==> src/rtl/edge_capture.sv <==
// Multi-channel edge detector: per-channel synchronizer, configurable edge/level
// event detection, sticky flags and saturating event counters with a registered readout.
module edge_capture #(
  parameter  int WIDTH       = 4,
  parameter  int SYNC_STAGES = 2,
  parameter  int CNT_W       = 8,
  localparam int SEL_W       = (WIDTH > 1) ? $clog2(WIDTH) : 1
) (
  input  logic             clock,
  input  logic             reset_n,
  input  logic [WIDTH-1:0] a,
  input  logic [1:0]       mode,
  input  logic [WIDTH-1:0] clr,
  input  logic [SEL_W-1:0] cnt_sel,
  output logic [WIDTH-1:0] q,
  output logic [WIDTH-1:0] p,
  output logic [WIDTH-1:0] flag,
  output logic [CNT_W-1:0] cnt
);

  localparam logic [CNT_W-1:0] CNT_MAX = '1;
  localparam logic [CNT_W-1:0] CNT_ONE = CNT_W'(1);

  logic [WIDTH-1:0] sync_r [SYNC_STAGES];
  logic [WIDTH-1:0] prev_r;
  logic [WIDTH-1:0] event_s;
  logic [CNT_W-1:0] counter_r [WIDTH];
  logic [CNT_W-1:0] cnt_next_s;

  assign q = sync_r[SYNC_STAGES-1];

  // Synchronizer chain, previous-level history and registered event pulse.
  always_ff @(posedge clock) begin
    if (!reset_n) begin
      for (int s = 0; s < SYNC_STAGES; s++) begin
        sync_r[s] <= '0;
      end
      prev_r <= '0;
      p      <= '0;
    end else begin
      sync_r[0] <= a;
      for (int s = 1; s < SYNC_STAGES; s++) begin
        sync_r[s] <= sync_r[s-1];
      end
      prev_r <= q;
      p      <= event_s;
    end
  end

  // Event condition selected by the shared detect mode.
  always_comb begin
    event_s = '0;
    case (mode)
      2'b00:   event_s = q & ~prev_r;
      2'b01:   event_s = ~q & prev_r;
      2'b10:   event_s = q ^ prev_r;
      2'b11:   event_s = q;
      default: event_s = '0;
    endcase
  end

  // Sticky flags and saturating counters; an event wins over a same-cycle clear.
  always_ff @(posedge clock) begin
    if (!reset_n) begin
      flag <= '0;
      for (int i = 0; i < WIDTH; i++) begin
        counter_r[i] <= '0;
      end
    end else begin
      for (int i = 0; i < WIDTH; i++) begin
        if (event_s[i]) begin
          flag[i] <= 1'b1;
          if (clr[i]) begin
            counter_r[i] <= CNT_ONE;
          end else if (counter_r[i] != CNT_MAX) begin
            counter_r[i] <= counter_r[i] + CNT_ONE;
          end else begin
            counter_r[i] <= counter_r[i];
          end
        end else if (clr[i]) begin
          flag[i]      <= 1'b0;
          counter_r[i] <= '0;
        end else begin
          flag[i]      <= flag[i];
          counter_r[i] <= counter_r[i];
        end
      end
    end
  end

  // Readout mux; an out-of-range select matches no channel and reads zero.
  always_comb begin
    cnt_next_s = '0;
    for (int i = 0; i < WIDTH; i++) begin
      cnt_next_s = cnt_next_s | ((cnt_sel == SEL_W'(i)) ? counter_r[i] : '0);
    end
  end

  // Registered counter readout.
  always_ff @(posedge clock) begin
    if (!reset_n) begin
      cnt <= '0;
    end else begin
      cnt <= cnt_next_s;
    end
  end

endmodule

==> config.mk <==
export PLATFORM = sky130hd
export DESIGN_NAME = edge_capture
export DESIGN_NICKNAME = d
export VERILOG_FILES = /design/src/rtl/edge_capture.sv
export SDC_FILE = /design/constraint.sdc
export NUM_CORES = 1
export LEC_CHECK = 0
export ABC_AREA = 1
export CAP_MARGIN = 20
export CORE_MARGIN = 4
export CORE_UTILIZATION = 40
export CTS_CLUSTER_SIZE = 25
export DETAILED_ROUTE_END_ITERATION = 10
export DONT_BUFFER_PORTS = 1
export PLACE_DENSITY = 0.65
export SETUP_SLACK_MARGIN = 0.05
export SYNTH_ARGS = -nofsm -noshare
export SYNTH_HDL_FRONTEND = slang
export SYNTH_SLANG_ARGS = --single-unit
==> constraint.sdc <==
create_clock -name clock -period 1.9 [get_ports clock]
set_input_delay 0.57 -clock clock [delete_from_list [all_inputs] [get_ports clock]]
set_output_delay 0.57 -clock clock [all_outputs]
set_load 0.01 [all_outputs]
==> results.py, run 1 <==
metrics = {
    "cells_and_area": {
        "diodes": 0,
        "fillers": 758,
        "nNetsFinal": 389,
        "postLayoutCoreUtil": 0.447,
        "seq_area_um2": 1520,
        "multiInputGateArea_um2": 1360,
        "final_cell_mix": "nand2_1, inv_1, nor2_1",
        "layout_commonest_cell": "nand2_1",
        "drive_above_1_share": 0.117,
        "syn2layout_area_growth_pct": 8.52,
    },
    "yosys": {
        "synth_nets": 384,
        "yosys.area_share.adder": 0.0471,
        "synth-simple-area-share": 0.267,
        "synth_compound_area_frac": 0.0703,
        "synth_largest_area_cell": "edfxtp_1",
        "yosysTopAreaCellShare": 0.302,
        "syn_area_um2": 3190,
        "yosysUniqueCellTypes": 33,
        "ys_seq_area_frac": 0.478,
        "synth_xor_xnor_area_share": 0.0412,
        "syn_avg_cell_area_um2": 8.90,
        "synth_top_family_by_area": "simple AND/OR/NAND/NOR gates",
        "yosysWarnings": 0,
        "synth_cells": 358,
        "synth_area_leaders": "edfxtp_1, dfxtp_1, nand2_1",
        "synth.mux.area_fraction": 0,
        "ys_ff_latch": 60,
    },
    "placement": {
        "place.gp.congestion": 0.828,
        "hpwl_um": 4500,
        "numPortBuffers": 0,
    },
    "route": {
        "vias_per_cell": 4.81,
        "routedWlPerCell_um": 13.0,
        "wl_um": 6090,
        "num_vias": 2263,
        "drc": 0,
        "dr.pass1.iters": 4,
        "antenna_left": 0,
        "dr.first_iter.drc_count": 126,
    },
    "critical_path": {
        "critPathSlowestCell": "edfxtp_1",
        "crit_required_ps": 1910,
        "worst_setup_path_start_kind": "flip-flop",
        "path_cells": "ha_1 -> nand2_1 -> nor2_1 -> nand3_1 -> nand3_1 -> nand2_1",
        "cp_max_fo": 8,
        "max_stage_delay_ps": 460,
        "critPathKind": "flip-flop to flip-flop",
        "end_kind": "flip-flop",
        "cp.arrival_ps": 1710,
    },
    "die": {
        "start_util": 0.412,
        "core_um2": 7730,
        "design.die.area_um2": 9460,
        "die_x_um": 97.2,
        "die_y_um": 97.2,
        "ioPinCount": 34,
        "rows": 32,
    },
    "clock_network": {
        "htreeDepth": 3,
        "cts_tree": "done",
        "ctsHoldBuffers": 0,
        "clock_latency_ps": 340,
        "cts_made_buffers": 9,
        "clock-sinks": 60,
        "postCtsSetupRepairBufs": 0,
        "root_buffer": "clkbuf_8",
        "path_clk_slew_ps": 70,
        "clk_path_buf_depth": 2,
        "post_cts_resized": 0,
    },
    "sta": {
        "fmaxAchievable_mhz": 587,
        "setup_viol": 0,
        "tns_ps": 0,
        "hold_viol_final": 0,
        "worst_slew_pin_slew_ps": 453,
        "clock-skew-final_ps": 7.95,
        "post-route-period-util": 0.896,
        "maxSlewHeadroom": 0.697,
        "slew_viol_final": 0,
        "rsz0062_at_grt": "false",
        "finalWorstPathRequiredPeriod_ps": 1700,
        "worst_hold_slack_ps": 323,
    },
    "power": {
        "p_sw_mw": 0.728,
        "power_density_nw_per_um2": 825,
        "ir_worst_vdd_mv": 0.380,
        "clkPwrFrac": 0.385,
        "comb_power_share": 0.084,
        "power.static_leakage_nw": 1.44,
        "p_sw_frac": 0.255,
        "p_seq_frac": 0.531,
        "intPower_mw": 2.12,
    },
    "grt": {
        "grt-ovfl-total": 0,
        "antenna_found_initial": 0,
        "grt_max_degree": 17,
        "track_usage": 0.141,
        "grt_pass1_wl_um": 10800,
        "grt_pass1_vias": 2282,
    },
    "worst_hold_path": {
        "hold_path.class": "primary input to flip-flop",
    },
    "flow_run": {
        "maxCapViolCount": 0,
    },
    "run_status": {
        "outcome": "finished, final reports clean",
    },
}
==> layout make-up <==
type | instances | area share
Clock inverter | 6 | 0.0159
Tap cell | 102 | 0.0369
Timing Repair Buffer | 5 | 0.0145
Clock buffer | 10 | 0.0369
Sequential cell | 60 | 0.440
Multi-Input combinational cell | 229 | 0.393
Inverter | 58 | 0.0630
==> synthesized netlist by cell type <==
cell       instances
a21o_1             1
a21oi_1           11
a31oi_1            4
and2_1             1
buf_2              1
buf_4              5
buf_6              4
clkbuf_1           1
dfxtp_1           28
edfxtp_1          32
ha_1              12
inv_1             56
inv_2              2
nand2_1           71
nand2_2            1
nand3_1           21
nand3_2            4
nand3b_1           4
nand4_4            4
nor2_1            48
nor2_2             3
nor2_8             3
nor3_1             3
nor3_2             3
o21ai_0            3
o21ai_1            1
o21ai_2            4
o21bai_1           4
o22ai_1            4
o2bb2ai_1          3
or2_1              1
xnor2_1            2
xor2_1            13
==> worst max-delay path: cells and delay by family (launching register included) <==
family	cells	cell delay, ps
DFF	1	460
and+or+nand+nor	5	670
adders and majority gates	1	250
==> per-stage QoR <==
stage	cells	cell area [um2]	total power, mW	setup slack [ps]
after floorplan	358	3190	1.73	338
after global placement	454	3270	1.78	189
after detailed placement	454	3270	1.78	181
after CTS	470	3450	2.88	181
after global routing	470	3460	3.00	59.2
final	470	3460	2.85	197
==> metal layers <==
metal	GRT usage	wire, um	vias up
met3	0.0445	413	12
met4	0.0607	113	0
met2	0.221	2760	62
met1	0.181	2810	1028
met5	0	0	-
li1	-	-	1161
==> kinds of logic after synthesis <==
| family | after synthesis |
|---|---|
| XOR/XNOR | 15 |
| AND/OR/NAND/NOR | 167 |
| flip-flops | 60 |
| AO/OA/AOI/OAI | 35 |
| buffers and inverters | 69 |
| adder cells (fa/ha/maj) | 12 |
==> final timing paths <==
path,startpoint,to,slack (ps),cells after the start
hold reg to reg,sync_r[0][3]$_SDFF_PN0_,sync_r[0][7]$_SDFF_PN0_,420,2
setup reg to reg,counter_r[3][0]$_SDFFCE_PP0P_,counter_r[3][1]$_SDFFCE_PP0P_,200,6
setup / recovery,counter_r[3][0]$_SDFFCE_PP0P_,counter_r[3][1]$_SDFFCE_PP0P_,200,6
hold / removal,reset_n,sync_r[0][2]$_SDFF_PN0_,320,2
==> flip-flops by register name, summed over array words and instances (netlist names) <==
register,flops
cnt,8
p,4
flag,4
prev_r,4
counter_r,32
sync_r,8
==> power by group through the flow <==
stage / logic [mW] / registers (mW) / clock network, mW
floorplan: 0.207 / 1.53 / 0
global placement: 0.234 / 1.54 / 0
detailed placement: 0.239 / 1.54 / 0
CTS: 0.241 / 1.52 / 1.12
global route: 0.277 / 1.53 / 1.19
finish: 0.239 / 1.52 / 1.10
No activity file was read; power rests on OpenSTA's default activity.
==> run 2, diff against run 1 <==
Settings changed: CORE_MARGIN 4 to 5, REMOVE_ABC_BUFFERS set to 1.
==> run 2 against run 1 <==
  * Die area is 4.2% higher
  * Power is 7.9% higher
  * Core utilization is 0.53 points higher
  * Worst setup slack worse by 2.6 ps
  * Combinational power hardly changed
  * Non-clock buffer count is 1 higher
  * Via count is 0.97% lower
  * Final area is 1.2% higher
  * Routed wire length is 0.62% lower
  * Clock power is 20% higher
==> results.py, run 2 (synthesized netlist as in run 1, its figures left out) <==
metrics = {
    "power": {
        "power.static_leakage_nw": 1.47,
        "comb_power_share": 0.077,
        "p_sw_mw": 0.731,
        "p_sw_frac": 0.238,
        "p_seq_frac": 0.493,
        "intPower_mw": 2.34,
        "ir_worst_vdd_mv": 0.403,
        "power_density_nw_per_um2": 879,
        "power.total_mw": 3.08,
        "clkPwrFrac": 0.430,
    },
    "clock_network": {
        "clk_path_buf_depth": 2,
        "root_buffer": "clkbuf_8",
        "htreeDepth": 3,
        "cts_tree": "done",
        "clock_latency_ps": 350,
        "cts_made_buffers": 9,
        "postCtsSetupRepairBufs": 0,
        "path_clk_slew_ps": 70,
        "clock-sinks": 60,
    },
    "critical_path": {
        "crit_required_ps": 1910,
        "cp_max_fo": 8,
        "rrSetupSlack_ps": 190,
        "path_cells": "ha_1 -> nand2_1 -> nor2_1 -> nand2_1 -> nand3_1 -> nand2_1",
        "critPathKind": "flip-flop to flip-flop",
        "crit_top_cell": "nand2_1",
        "cp_num_buf_inv": 0,
        "max_stage_delay_ps": 420,
        "worst_setup_path_start_kind": "flip-flop",
        "rr_startpoint": "counter_r[1][0]$_SDFFCE_PP0P_",
        "end_kind": "flip-flop",
        "cp.arrival_ps": 1710,
        "cpLargestDelayFamily": "simple AND/OR/NAND/NOR gates",
        "worstRegToRegCells": 6,
        "timing.rr.end": "counter_r[1][1]$_SDFFCE_PP0P_",
        "critPathSlowestCell": "edfxtp_1",
    },
    "flow_run": {
        "maxCapViolCount": 0,
    },
    "route": {
        "vias_per_cell": 4.76,
        "drc": 0,
        "num_vias": 2241,
        "routedWlPerCell_um": 12.9,
        "wl_um": 6060,
        "dr.first_iter.drc_count": 147,
        "dr.pass1.iters": 4,
        "antenna_left": 0,
    },
    "sta": {
        "worst_hold_slack_ps": 318,
        "hold_viol_final": 0,
        "setup_viol": 0,
        "rsz0062_at_grt": "false",
        "finalWorstPathRequiredPeriod_ps": 1710,
        "tns_ps": 0,
        "slew_viol_final": 0,
        "maxSlewHeadroom": 0.703,
        "worst_slew_pin_slew_ps": 444,
        "post-route-period-util": 0.898,
        "fmaxAchievable_mhz": 586,
        "clock-skew-final_ps": 8.46,
    },
    "die": {
        "ioPinCount": 34,
        "start_util": 0.412,
        "die_y_um": 99.2,
        "core_um2": 7730,
        "rows": 32,
        "design.die.area_um2": 9850,
        "die_x_um": 99.2,
    },
    "worst_hold_path": {
        "hold_path.class": "primary input to flip-flop",
        "holdPathStages": 2,
        "hold_start": "reset_n",
        "hold_path_end": "sync_r[0][1]$_SDFF_PN0_",
    },
    "placement": {
        "place.gp.congestion": 0.794,
        "hpwl_um": 4600,
        "numPortBuffers": 0,
    },
    "grt": {
        "grt_max_degree": 17,
        "antenna_found_initial": 0,
        "track_usage": 0.138,
        "grt_pass1_wl_um": 10600,
        "grt-ovfl-total": 0,
        "grt_pass1_vias": 2248,
    },
    "cells_and_area": {
        "drive_above_1_share": 0.125,
        "fillers": 757,
        "biggestRegsByFlops": "counter_r: 32 flops, cnt: 8 flops, sync_r: 8 flops",
        "final_cell_mix": "nand2_1, inv_1, nor2_1",
        "syn2layout_area_growth_pct": 9.82,
        "layout_commonest_cell": "nand2_1",
        "nNetsFinal": 390,
        "diodes": 0,
        "regMostFlops": "counter_r",
        "largest_reg_flops": 32,
    },
    "run_status": {
        "outcome": "finished, final reports clean",
    },
}
## run 2: changes by cell type in the layout (fill, tap and decap cells not counted), sizes merged
cell / previous run / this run
buf: 5 / 6
bufinv: 1 / 2
clkbuf: 10 / 12
clkinv: 4 / 2
clkinvlp: 1 / 0
## run 2: final cells by class
type                            instances  area [um2]  share of cell area
Timing Repair Buffer                    6        45.0              0.0129
Tap cell                              102         128              0.0365
Clock buffer                           12         156              0.0447
Clock inverter                          4        70.1              0.0200
Inverter                               58         218              0.0622
Multi-Input combinational cell        229        1360               0.389
Sequential cell                        60        1520               0.435
## run 2: worst max-delay path by stage
stage,from,end,slack [ps],cells after the start
5_1_grt,counter_r[1][0]$_SDFFCE_PP0P_,counter_r[1][1]$_SDFFCE_PP0P_,50,6
2_1_floorplan,reset_n,counter_r[3][0]$_SDFFCE_PP0P_,270,3
3_5_place_dp,mode[1],counter_r[1][6]$_SDFFCE_PP0P_,170,4
6_report,counter_r[1][0]$_SDFFCE_PP0P_,counter_r[1][1]$_SDFFCE_PP0P_,190,6
4_1_cts,counter_r[2][0]$_SDFFCE_PP0P_,counter_r[2][1]$_SDFFCE_PP0P_,150,6
3_3_place_gp,mode[1],counter_r[3][4]$_SDFFCE_PP0P_,210,4
## run 2: power by group through the flow
stage               registers (mW)  logic (mW)  clock network, mW
global placement              1.54       0.232                  0
floorplan                     1.53       0.182                  0
CTS                           1.52       0.239               1.36
global route                  1.53       0.276               1.42
finish                        1.52       0.237               1.32
detailed placement            1.55       0.236                  0
## run 2: what timing repair did
action,CTS,global route
resized for setup,0,2
hold buffers,0,0
endpoints found under the setup margin,0,16
## run 2: per-layer routing
layer | vias up | part of all wire | global-route usage | wire length (um)
met5 | - | 0 | 0 | 0
met4 | 0 | 0.022 | 0.0756 | 136
met3 | 10 | 0.062 | 0.0428 | 375
met2 | 53 | 0.45 | 0.204 | 2730
met1 | 1020 | 0.46 | 0.181 | 2810
li1 | 1158 | - | - | -
## run 2: per-stage QoR
stage	cells	area, um2	util	setup slack [ps]
after detailed placement	455	3270	0.423	175
after CTS	471	3490	0.452	147
final	471	3500	0.453	194
after global routing	471	3500	0.453	50.4
after global placement	455	3270	0.423	212
after floorplan	347	3090	-	272
==> run 3, diff against run 2 <==
Settings changed: CORE_UTILIZATION 40 to 60, PLACE_DENSITY 0.65 to 0.87.
==> run 3 against run 2 <==
  * Flip-flop and latch count stayed put
  * Register-to-register slack worse by 20 ps
  * Fmax is 1.3% lower
  * Largest cell class unchanged
  * Critical path depth stayed put
  * Highest routed layer unchanged
==> results.py, run 3 (synthesized netlist as in run 1, its figures left out) <==
metrics = {
    "cells_and_area": {
        "diodes": 0,
        "nNetsFinal": 390,
        "layout_commonest_cell": "nand2_1",
        "syn2layout_area_growth_pct": 7.07,
        "drive_above_1_share": 0.120,
        "multiInputGateArea_um2": 1360,
        "regMostFlops": "counter_r",
        "largest_reg_flops": 32,
        "seq_area_um2": 1520,
        "biggestRegsByFlops": "counter_r: 32 flops, cnt: 8 flops, sync_r: 8 flops",
        "fin_area_um2": 3410,
        "fillers": 433,
        "fin_cells": 438,
        "final_cell_mix": "nand2_1, inv_1, nor2_1",
    },
    "clock_network": {
        "cts_made_buffers": 9,
        "postCtsSetupRepairBufs": 0,
        "root_buffer": "clkbuf_8",
        "clk_path_buf_depth": 2,
        "clock-sinks": 60,
        "clock_latency_ps": 330,
        "path_clk_slew_ps": 60,
        "htreeDepth": 3,
        "post_cts_resized": 0,
        "cts_tree": "done",
        "ctsHoldBuffers": 0,
    },
    "route": {
        "vias_per_cell": 5.32,
        "dr.pass1.iters": 4,
        "drc": 0,
        "num_vias": 2328,
        "routedWlPerCell_um": 14.2,
        "antenna_left": 0,
        "wl_um": 6200,
        "dr.first_iter.drc_count": 217,
    },
    "placement": {
        "place.gp.congestion": 0.885,
        "dpl_cell_area_um2": 3240,
        "place_ws_ps": 165,
        "placed_cells": 423,
        "hpwl_um": 4650,
        "numPortBuffers": 0,
    },
    "die": {
        "die_y_um": 82.9,
        "die_x_um": 82.9,
        "ioPinCount": 34,
        "core_um2": 5140,
        "start_util": 0.620,
        "rows": 26,
        "design.die.area_um2": 6870,
    },
    "grt": {
        "grt_max_degree": 17,
        "grt_pass1_wl_um": 10500,
        "antenna_found_initial": 0,
        "grt-ovfl-total": 0,
        "track_usage": 0.188,
        "grt_pass1_vias": 2337,
    },
    "sta": {
        "setup_viol": 0,
        "fmaxAchievable_mhz": 579,
        "worst_hold_slack_ps": 328,
        "maxSlewHeadroom": 0.690,
        "worst_slew_pin_slew_ps": 464,
        "tns_ps": 0,
        "slew_viol_final": 0,
        "rsz0062_at_grt": "false",
        "finalWorstPathRequiredPeriod_ps": 1730,
        "hold_viol_final": 0,
        "clock-skew-final_ps": 5.60,
        "post-route-period-util": 0.910,
        "fin_ws_ps": 172,
    },
    "power": {
        "power_density_nw_per_um2": 808,
        "power.static_leakage_nw": 1.45,
        "ir_worst_vdd_mv": 0.529,
    },
    "critical_path": {
        "crit_required_ps": 1900,
        "cp.arrival_ps": 1730,
        "cp_max_fo": 8,
        "worst_setup_path_start_kind": "flip-flop",
        "critPathKind": "flip-flop to flip-flop",
        "rrSetupSlack_ps": 170,
        "end_kind": "flip-flop",
    },
    "worst_hold_path": {
        "hold_path.class": "primary input to flip-flop",
    },
    "flow_run": {
        "maxCapViolCount": 0,
    },
    "run_status": {
        "outcome": "finished, final reports clean",
    },
}
-- run 3: cell types whose count changed in the layout (fill, tap and decap cells not counted), sizes merged --
cell    change
clkbuf      +1
bufinv      -2
-- run 3: area by class of cell --
cell class | instances | area share
flip-flops and latches | 60 | 0.446
well taps | 70 | 0.0257
clock buffers | 13 | 0.0466
multi-input cells | 229 | 0.398
repair buffers | 6 | 0.0169
inverters | 58 | 0.0638
clock inverters | 2 | 0.00293
-- run 3: stage by stage --
| stage | total power [mW] | utilization |
|---|---|---|
| final | 2.76 | 0.664 |
| after global placement | 1.77 | 0.630 |
| after detailed placement | 1.79 | 0.630 |
| after CTS | 2.78 | 0.663 |
| after floorplan | 1.71 | - |
| after global routing | 2.88 | 0.664 |
-- run 3: layer usage --
| layer | up-vias | global-route usage | wire length [um] |
|---|---|---|---|
| met5 | - | 0 | 0 |
| met4 | 0 | 0.0877 | 132 |
| met3 | 13 | 0.0604 | 484 |
| met2 | 77 | 0.311 | 3040 |
| met1 | 1075 | 0.221 | 2540 |
| li1 | 1163 | - | - |
-- run 3: worst paths after layout --
check / cells past startpoint / start / endpoint
max: 6 / counter_r[3][0]$_SDFFCE_PP0P_ / counter_r[3][5]$_SDFFCE_PP0P_
min: 2 / reset_n / sync_r[0][7]$_SDFF_PN0_
max reg2reg: 6 / counter_r[3][0]$_SDFFCE_PP0P_ / counter_r[3][5]$_SDFFCE_PP0P_
min reg2reg: 2 / sync_r[0][3]$_SDFF_PN0_ / sync_r[0][7]$_SDFF_PN0_
-- run 3: critical path, cell delays in order, from the launching register on --
cell and delay (ps):
edfxtp_1 450, ha_1 240, nand2_1 110, nor2_1 70, nand3_1 140, nand3_1 110, nand2_1 280
-- run 3: report_power, final --
group	switching (mW)	internal [mW]	total, mW
Clock	0.460	0.533	0.994
Combinational	0.158	0.0881	0.246
Sequential	0.0715	1.45	1.52
Total	0.689	2.07	2.76
==> RTL edit, RTL diff (flow settings as in run 1) <==
The output `cnt` loses its register stage (`cnt` becomes a continuous assignment).
--- a/src/rtl/edge_capture.sv
+++ b/src/rtl/edge_capture.sv
@@ -99,9 +99,3 @@
   // Registered counter readout.
-  always_ff @(posedge clock) begin
-    if (!reset_n) begin
-      cnt <= '0;
-    end else begin
-      cnt <= cnt_next_s;
-    end
-  end
+  assign cnt = cnt_next_s;
 
Check against the original RTL: not equivalent (a bounded check fails within 4 cycles, from zero or initial values and one cycle with reset_n low).
==> RTL edit against run 1 <==
  * Routed wire length decreased by 5.9%
  * Sequential cell count fell by 8
  * Worst setup slack lost 130 ps
  * Total power decreased by 21%
  * Synthesized area fell by 8.9%
  * Cell area fell by 7.9%
  * Die area decreased by 8.2%
  * Critical endpoint is now cnt[0]
  * Largest power group unchanged
==> RTL edit: results (changes against run 1) <==
Parameter                              Value

Outcome
  Status ... complete, no violations (unchanged)

Placement
  Sum of net half-perimeters after detailed placement ... 4441 µm (was 4497 µm)
  GP Congestion ... 0.8843 (was 0.8276)
  Placed cell areas ... 3038 µm² (was 3272 µm²)
  Placed Instances ... 442 (was 454)

Clock network
  Setup repair bufs after CTS ... 3 (was 0)
  CTS buffer count ... 5 (was 9)
  Clk_lat worst skew ... 300 ps (was 340 ps)
  Clock transition time at the flip-flop clock pins of the worst setup and hold paths ... 90 ps (was 70 ps)

Setup path
  Critical-path maximum fanout ... 2 (was 8)
  Slowest stage delay, CP ... 420 ps (was 460 ps)
  Arrival time at the worst endpoint ... 1270 ps (was 1710 ps)
  Largest delay contributor family on the critical path ... flip-flops (was simple AND/OR/NAND/NOR gates)

Synthesis
  Xor and xnor fraction of the mapped netlist area ... 4.526% (was 4.124%)
  Post-synthesis share of cell area spent on full adders, half adders and majority gates ... 5.172% (was 4.713%)
  Count of distinct cell types in the synthesized netlist ... 27 (was 33)
  Syn Nets ... 370 (was 384)
  Portion of the post-synthesis area used by sequential elements ... 46.90% (was 47.76%)
  Cell types occupying the most area after synthesis ... sky130_fd_sc_hd__edfxtp_1 33%, sky130_fd_sc_hd__dfxtp_1 14%, sky130_fd_sc_hd__nand2_1 10% (was sky130_fd_sc_hd__edfxtp_1 30%, sky130_fd_sc_hd__dfxtp_1 18%, sky130_fd_sc_hd__nand2_1 8.4%)
  Commonest cells post-synth ... 80 x sky130_fd_sc_hd__nand2_1, 54 x sky130_fd_sc_hd__inv_1, 51 x sky130_fd_sc_hd__nor2_1 (was 71 x sky130_fd_sc_hd__nand2_1, 56 x sky130_fd_sc_hd__inv_1, 48 x sky130_fd_sc_hd__nor2_1)
  Compound-Gate Fraction of Synth Area ... 5.991% (was 7.031%)

Global routing
  Number of global-route vias before repair ... 2,092 (was 2,282)
  Combined global-route utilization of all metal layers ... 14.11% (was 14.15%)
  Grt met3 use ... 4.344% (was 4.451%)
  Wire length of the first global-routing pass ... 9660 µm (was 10,760 µm)
  Met1 capacity usage during global routing ... 18.03% (was 18.09%)
  Global-route track usage on met2 ... 22.74% (was 22.08%)

STA
  Final clock skew ... 6.293 ps (was 7.952 ps)
  Slew at the pin closest to its max-slew limit ... 406.2 ps (was 453.2 ps)

Final layout
  Layout cells sized above 1 ... 12.29% (was 11.68%)
  Number of nets in the finished design ... 383 (was 389)

Routing
  Number of vias in the routed layout ... 2,186 (was 2,263)
  Routed met2 length ... 2651 µm (was 2756 µm)
  Met3 wire len ... 370 µm (was 413 µm)
  Average detailed-routed wire length per instance ... 12.63 µm (was 12.96 µm)
  Detailed router's first-iteration violation count ... 129 (was 126)
  Met1 Wirelength ... 2634 µm (was 2809 µm)
  DR pass1 iterations ... 5 (was 4)
  Highest layer used for signal routing ... met4 (unchanged)

Power
  Worst vdd ir ... 0.0003215 V (was 0.0003804 V)
  Static power due to leakage ... 1.359 nW (was 1.445 nW)
==> RTL edit: cell count changes in the layout (fill, tap and decap cells not counted), sizes merged, moves of 4 or more <==
cell	delta
buf	+9
dfxtp	-8
a31oi	-4
nand4	+4
nand2	+8
clkinv	-4
==> RTL edit: layout make-up <==
type                       instances  area, µm²
clock buffer                       8      93.84
fill                             682       3721
multi-input combinational        228       1291
sequential                        52       1361
tap                               96      120.1
timing repair buffer              14      108.9
inverter                          56      210.2
==> RTL edit: worst paths after layout <==
check	startpoint	to	slack [ps]	depth (start not counted)
setup / recovery	counter_r[3][0]	cnt[0]	60	6
hold reg to reg	sync_r[0][3]	sync_r[0][7]	420	2
hold / removal	reset_n	sync_r[0][1]	360	2
setup reg to reg	counter_r[3][0]	counter_r[3][6]	200	7
==> RTL edit: report_power, final <==
group	leakage (nW)	switching, W	total, W	internal, W
Combinational	0.783	0.000164	0.000262	0.0000982
Clock	0.0489	0.000354	0.000666	0.000312
Sequential	0.527	0.0000607	0.00133	0.00127
